**src/rtl/duc_frame_pack.sv**
```systemverilog
// duc_frame_pack: prepends a sync/seq header to each DUC AXI-Stream frame and enforces frame length
module duc_frame_pack #(
    parameter logic [31:0] SYNC_WORD = 32'hEB90_146F,
    parameter int unsigned FRAME_LEN = 256
) (
    input  logic        axis_clk,
    input  logic        rst_n,
    input  logic        pack_en,
    input  logic        err_clr,
    input  logic [31:0] s_tdata,
    input  logic        s_tvalid,
    input  logic        s_tlast,
    output logic        s_tready,
    output logic [31:0] m_tdata,
    output logic        m_tvalid,
    output logic        m_tlast,
    input  logic        m_tready,
    output logic [15:0] frame_cnt,
    output logic        len_err
);
    typedef enum logic [1:0] {IDLE, HDR1, PAY, RESYNC} state_t;
    localparam logic [15:0] LEN = 16'(FRAME_LEN);
    localparam logic [15:0] LAST = 16'(FRAME_LEN - 1);
    state_t state;
    logic [15:0] cnt;
    logic adv, acc, at_end;
    assign adv = ~m_tvalid | m_tready;
    assign s_tready = state == PAY ? adv : state == RESYNC;
    assign acc = s_tvalid & s_tready;
    assign at_end = cnt == LAST;
    // seq and frame_cnt always advance together, so frame_cnt doubles as the header seq
    always_ff @(posedge axis_clk) begin
        if (!rst_n) begin
            state <= IDLE;
            cnt <= '0;
            m_tdata <= '0;
            m_tvalid <= 1'b0;
            m_tlast <= 1'b0;
            frame_cnt <= '0;
            len_err <= 1'b0;
        end else begin
            if (adv) begin
                m_tvalid <= 1'b0;
                m_tlast <= 1'b0;
            end
            if (err_clr) len_err <= 1'b0;
            case (state)
                IDLE: if (pack_en & s_tvalid & adv) begin
                    m_tdata <= SYNC_WORD;
                    m_tvalid <= 1'b1;
                    state <= HDR1;
                end
                HDR1: if (adv) begin
                    m_tdata <= {frame_cnt, LEN};
                    m_tvalid <= 1'b1;
                    cnt <= '0;
                    state <= PAY;
                end
                PAY: if (acc) begin
                    m_tdata <= s_tdata;
                    m_tvalid <= 1'b1;
                    cnt <= cnt + 16'd1;
                    if (s_tlast | at_end) begin
                        m_tlast <= 1'b1;
                        frame_cnt <= frame_cnt + 16'd1;
                        state <= s_tlast ? IDLE : RESYNC;
                    end
                    if (s_tlast != at_end) len_err <= 1'b1;
                end
                RESYNC: if (acc & s_tlast) state <= IDLE;
                default: state <= IDLE;
            endcase
        end
    end
endmodule

```
**config.mk**
```make
export PLATFORM = sky130hd
export DESIGN_NAME = duc_frame_pack
export DESIGN_NICKNAME = d
export VERILOG_FILES = /design/src/rtl/duc_frame_pack.sv
export SDC_FILE = /design/constraint.sdc
export NUM_CORES = 1
export LEC_CHECK = 0
export BUFFER_PORTS_ARGS = -buffer_cell sky130_fd_sc_hd__buf_2
export CORE_MARGIN = 5
export CORE_UTILIZATION = 28
export DETAILED_ROUTE_END_ITERATION = 16
export HOLD_SLACK_MARGIN = 0.1
export PLACE_DENSITY = 0.55
export SETUP_SLACK_MARGIN = 0.3
export SKIP_LAST_GASP = 1
export SYNTH_ARGS = -nofsm -noshare
export SYNTH_HDL_FRONTEND = slang
export SYNTH_SLANG_ARGS = --single-unit
```
**constraint.sdc**
```tcl
create_clock -name axis_clk -period 2.75 [get_ports axis_clk]
set_input_delay 0.4125 -clock axis_clk [delete_from_list [all_inputs] [get_ports axis_clk]]
set_output_delay 0.4125 -clock axis_clk [all_outputs]
set_load 0.005 [all_outputs]
```
==> results of run 1 <==
-- final timing paths --
path | startpoint | to | slack [ps] | depth (start not counted)
worst min-delay path | s_tdata[11] | m_tdata[11] | 330 | 3
worst min register to register | m_tdata[14] | m_tdata[14] | 450 | 2
worst max register to register | cnt[8] | frame_cnt[15] | 180 | 8
worst max-delay path | cnt[8] | frame_cnt[15] | 180 | 8
-- worst register-to-register path, delay by kind of cell, from the launching register on --
| family | cells | cell delay (ps) |
|---|---|---|
| compound gates | 1 | 130 |
| simple gates | 6 | 1850 |
| fa+ha+maj | 1 | 190 |
| flops | 1 | 320 |
-- sequential cells by signal (all words and copies together), names as in the netlist --
name	flops
m_tdata	32
cnt	16
state	2
len_err	1
frame_cnt	16
m_tvalid	1
m_tlast	1
-- metrics by stage --
step	setup slack (ps)	area, sq um	std cells	util (%)	power, mW
after global placement	76.5	3960	615	33.2	2.29
final	181	4400	636	36.9	3.55
after floorplan	198	3390	400	-	1.95
after CTS	161	4350	635	36.5	3.57
after global routing	29.0	4400	636	36.9	3.76
after detailed placement	54.2	3960	615	33.2	2.32
-- placed cells by master, fill, tap and decap left out, types with 10 or more instances in the layout --
| cell | synthesis | layout |
|---|---|---|
| buf_2 | 5 | 90 |
| dfxtp_1 | 69 | 66 |
| nand2_1 | 54 | 54 |
| a21oi_1 | 24 | 23 |
| nand3_1 | 20 | 20 |
| mux2i_1 | 19 | 19 |
| a31oi_1 | 17 | 17 |
| a311oi_1 | 16 | 16 |
| nor2_1 | 15 | 15 |
| buf_4 | 1 | 14 |
| o21ai_0 | 16 | 13 |
| inv_1 | 12 | 12 |
| or3_1 | 13 | 12 |
| xnor2_1 | 11 | 10 |
-- power by group --
part / switching, mW / internal, mW / total (mW)
Clock: 0.425 / 0.816 / 1.24
Combinational: 0.653 / 0.443 / 1.10
Sequential: 0.0782 / 1.13 / 1.21
-- area by class of cell --
cell class | instances | area share, %
sequential | 69 | 31.5
inverter | 13 | 1.11
tap | 147 | 4.18
timing repair buffer | 105 | 12.9
clock inverter | 6 | 1.96
clock buffer | 10 | 5.43
multi-input combinational | 286 | 42.9
-- metal layers --
metal | GRT usage, % | share of wire, %
met2 | 22.8 | 50
met3 | 3.82 | 4.6
met4 | 3.87 | 0.80
met5 | 0 | 0
met1 | 18.3 | 45
-- cells by family after synthesis --
kind of cell | after synthesis | synth area share, %
xor gates and xnor gates | 11 | 2.86
DFF | 69 | 41.0
adders and majority gates | 9 | 3.35
and+or+nand+nor | 146 | 21.8
muxes | 20 | 6.06
AOI/OAI and AO/OA | 99 | 19.4
buffers and inverters | 46 | 5.43
-- what timing repair did --
| item | in CTS | in global routing |
|---|---|---|
| gates cloned | 1 | 0 |
| buffers inserted | 3 | 1 |
| pin swaps | 7 | 2 |
| setup endpoints to repair | 19 | 37 |
| resized for setup | 10 | 11 |
==> metrics.txt, run 1 <==
Cell variety after synth=39; Peak supply drop=about 0.0005 V; most frequent cells after synthesis=69 x dfxtp_1, 54 x nand2_1, 25 x clkbuf_1, 24 x a21oi_1, 20 x nand3_1; std cell rows=40; clk_skew=5.49 ps; Tightest Hold Check Type=in -> reg; Critical Path End Type=flip-flop; LEAKAGE=1.68 nW; CTS root buffer=clkbuf_16; Initial Utilization=28.3%; Max Cap Viol=0; Ports=91; fin crit period=2570 ps; setup violators final=0; Longest Clk Path Bufs=2; cell taking the most area after synthesis=dfxtp_1; top-count cell post-synth=dfxtp_1; Netlist Area Pre-Place=3370 sq um; Routed WL=between 10000 and 15000 um; layout cells sized above 1=29.2%; worst-path maximum fanout=9; Max Fclk=0.389 GHz; clock tree sinks=69; initial antenna violation count=0; sequential cell area=around 1400 sq um; delay-heaviest family, CP=simple AND/OR/NAND/NOR gates; EDFF count, synth=0; Least-Margin Pin Slew=687 ps; relative slew slack=54.2%; CP max stage cell=or4_4; Core Box Area=between 10000 and 15000 sq um; kind of critical path=reg -> reg; Area growth syn-to-layout=30.7%; Worst Path Buf+Inv=0; Final HPWL DP=7190 um; CP cell instances=or4_4 -> nor4_4 -> nand2_1 -> ha_2 -> nand3b_1 -> or4_4 -> or3_1 -> a21oi_1; later-pin clock latency in the skew report=330 ps; WP data arrival=2820 ps; cell repeated most along the worst path=or4_4; startpoint types=flip-flop; Horiz. Die Dim=120 um; area share of the largest cell type after synthesis=41.0%; vias per cell=5.17; Async S/R FF share, synth=0%; RSZ-0062 raised after global routing=yes; Pwr per Cell Area=806 nW/um^2; TritonCTS clock tree=done; drt wl/cell=16.0 um; Area contributors post-synth=dfxtp_1 41%, nand2_1 6.0%, mux2i_1 5.7%, a311oi_1 4.2%, a21oi_1 3.6%; Die Ht=120 um; register bit total from synthesis=a little under 70; Antenna Cells=0; warning count from the yosys run=0; cts-stage hold buffer count=0; Tcrit/Tclk final=93.4%; die area=around 14000 sq um; Post-Syn Nets=448; CTS buffer count=9; htree depth=3; Max Slew Vio Count=0; PortBufs=90; Routed Antenna Nets=0; largest net degree at the start of global routing=38; vias post-DR=3291; Fillers=about 1300; Worst EP required=3000 ps; Hold Worst Slack=333 ps; synthesized area per cell=approximately 8.4 sq um; status=finished clean; first-pass GRT wire length=~16000 um; Syn Inst Count=400; DRC=0; nets=532; gp weighted congestion=0.782; Worst path max stage delay=approximately 550 ps; Final Hold Fails=0; clk slew on worst S/H paths=~60 ps; TritonRoute pass-1 iters=5; sequential share of the synthesized area=41.0%; Setup TNS=0 ps; top_reg_cell synth=dfxtp_1; total track usage=between 10 and 15%; total gr overflow=0; DR iter-0 viols=237; vias in the first global route=3115; footprint of the multi-input gates=1890 sq um
(Power assumes the default switching activity.)
==> run 2, diff against run 1 <==
--- a/config.mk
+++ b/config.mk
@@ -10,7 +10,7 @@
 export CORE_UTILIZATION = 28
 export DETAILED_ROUTE_END_ITERATION = 16
 export HOLD_SLACK_MARGIN = 0.1
-export PLACE_DENSITY = 0.55
+export PLACE_DENSITY = 0.53
 export SETUP_SLACK_MARGIN = 0.3
 export SKIP_LAST_GASP = 1
 export SYNTH_ARGS = -nofsm -noshare
==> constraint.sdc (replaced) <==
create_clock -name axis_clk -period 3 [get_ports axis_clk]
set_input_delay 0.45 -clock axis_clk [delete_from_list [all_inputs] [get_ports axis_clk]]
set_output_delay 0.45 -clock axis_clk [all_outputs]
set_load 0.005 [all_outputs]
==> run 2 against run 1 <==
  * Sequential cell count unchanged
  * Die area unchanged
  * Via count up 1.9%
  * Maximum frequency down 2.8%
  * Highest routed layer unchanged
  * Final area down 0.68%
  * Utilization down 0.25 points
  * Worst hold slack better by 47 ps
  * Clock skew up 4.0 ps
  * Final cell count unchanged
  * Wire length up 3.2%
==> metrics.txt, run 2 (synthesized netlist as in run 1, its figures left out) <==
clk slew on worst S/H paths=70 ps; most common cell after layout, fill and taps aside=buf_2; CP max stage cell=or4_4; startpoint types=flip-flop; Hold Worst Slack=380 ps; drt wl/cell=16.5 um; Regs by FF count=m_tdata x32, cnt x16, frame_cnt x16; Setup WS post-layout=357 ps; status=finished clean; Initial Utilization=28.3%; CP cell instances=or4_4 -> nor4_2 -> nand2_1 -> ha_4 -> nand3b_1 -> or4_4 -> or3_4 -> a21oi_2; Max Slew Vio Count=0; TritonRoute pass-1 iters=4; largest reg by FF count=m_tdata; Max Cap Viol=0; Tcrit/Tclk final=88.1%; Die Ht=120 um; CTS root buffer=clkbuf_16; gp weighted congestion=0.750; RSZ-0062 raised after global routing=yes; DR iter-0 viols=184; most frequent cells in the layout=90 x buf_2, 68 x dfxtp_1, 54 x nand2_1, 23 x a21oi_1, 20 x nand3_1; Routed Antenna Nets=0; Final Hold Fails=0; Max Fclk=0.378 GHz; first-pass GRT wire length=~16000 um; later-pin clock latency in the skew report=340 ps; total gr overflow=0; LEAKAGE=1.68 nW; Worst EP required=about 3300 ps; die area=14300 sq um; vias per cell=5.27; initial antenna violation count=0; clk_skew=9.48 ps; Setup TNS=0 ps; Pwr per Cell Area=763 nW/um^2; Critical Path End Type=flip-flop; largest net degree at the start of global routing=38; setup violators final=0; CTS buffer count=9; vias post-DR=3353; Longest Clk Path Bufs=2; delay-heaviest family, CP=simple AND/OR/NAND/NOR gates; std cell rows=40; cts-stage hold buffer count=0; PortBufs=90; Core Box Area=11900 sq um; Peak supply drop=0.000356 V; relative slew slack=53.8%; cell repeated most along the worst path=or4_4; Area growth syn-to-layout=29.8%; Worst Path Buf+Inv=0; worst-path maximum fanout=5; htree depth=3; Routed WL=10500 um; worst slack, placed=183 ps; Ports=between 90 and 100; clock tree sinks=69; Worst path max stage delay=520 ps; number of flip-flops under the largest register name=32; Least-Margin Pin Slew=692 ps; Finished Core Util=between 30% and 40%; Fillers=1264; layout cells sized above 1=27.4%; DRC=0; Antenna Cells=0; TritonCTS clock tree=done; Horiz. Die Dim=120 um; Tightest Hold Check Type=in -> reg; total track usage=14.1%; fin crit period=2640 ps; kind of critical path=reg -> reg; WP data arrival=2910 ps; vias in the first global route=3054; r2r setup slk=360 ps; overall power=roughly 3.3 mW; nets=532; Final HPWL DP=7210 um
run 2: area by class of cell:
| cell class | instances | area, sq um | share of cell area [%] |
|---|---|---|---|
| clock buffer | 9 | 225 | 5.16 |
| sequential | 69 | 1390 | 31.7 |
| inverter | 13 | 48.8 | 1.12 |
| timing repair buffer | 104 | 556 | 12.7 |
| clock inverter | 7 | 105 | 2.41 |
| tap | 147 | 184 | 4.21 |
| multi-input combinational | 287 | 1860 | 42.7 |
run 2: through the flow:
| stage | std cells | cell area, sq um |
|---|---|---|
| 6_report | 636 | 4370 |
| 5_1_grt | 636 | 4370 |
| 4_1_cts | 629 | 4270 |
| 3_5_place_dp | 613 | 3930 |
| 3_3_place_gp | 613 | 3930 |
| 2_1_floorplan | 400 | 3370 |
run 2: per-layer routing:
metal	GRT usage (%)	vias to the layer above	routed length, um
li1	-	1651	-
met1	20.0	1588	4930
met2	21.0	101	4790
met3	2.69	13	592
met4	5.30	0	169
met5	0	-	0
run 2: final timing paths:
path               start            end  cells past startpoint
max               cnt[8]  frame_cnt[15]                      8
min              err_clr        len_err                      3
max reg2reg       cnt[8]  frame_cnt[15]                      8
min reg2reg  m_tdata[19]    m_tdata[19]                      2
run 2: worst reg2reg max path: stages (launching register included):
cell and delay, ps:
dfxtp_4 340, or4_4 520, nor4_2 150, nand2_1 120, ha_4 190, nand3b_1 250
or4_4 490, or3_4 390, a21oi_2 130
run 2: what timing repair did:
item	4_1_cts	5_1_grt
gates cloned	0	2
endpoints found under the setup margin	9	27
setup buffers	0	5
pin swaps	0	5
resized for setup	3	12
run 2: power by group:
part           switching (mW)  leakage (nW)  internal, mW  total [mW]
registers              0.0683         0.561          1.04        1.10
clock network           0.464         0.159         0.743        1.21
logic                   0.617         0.957         0.404        1.02
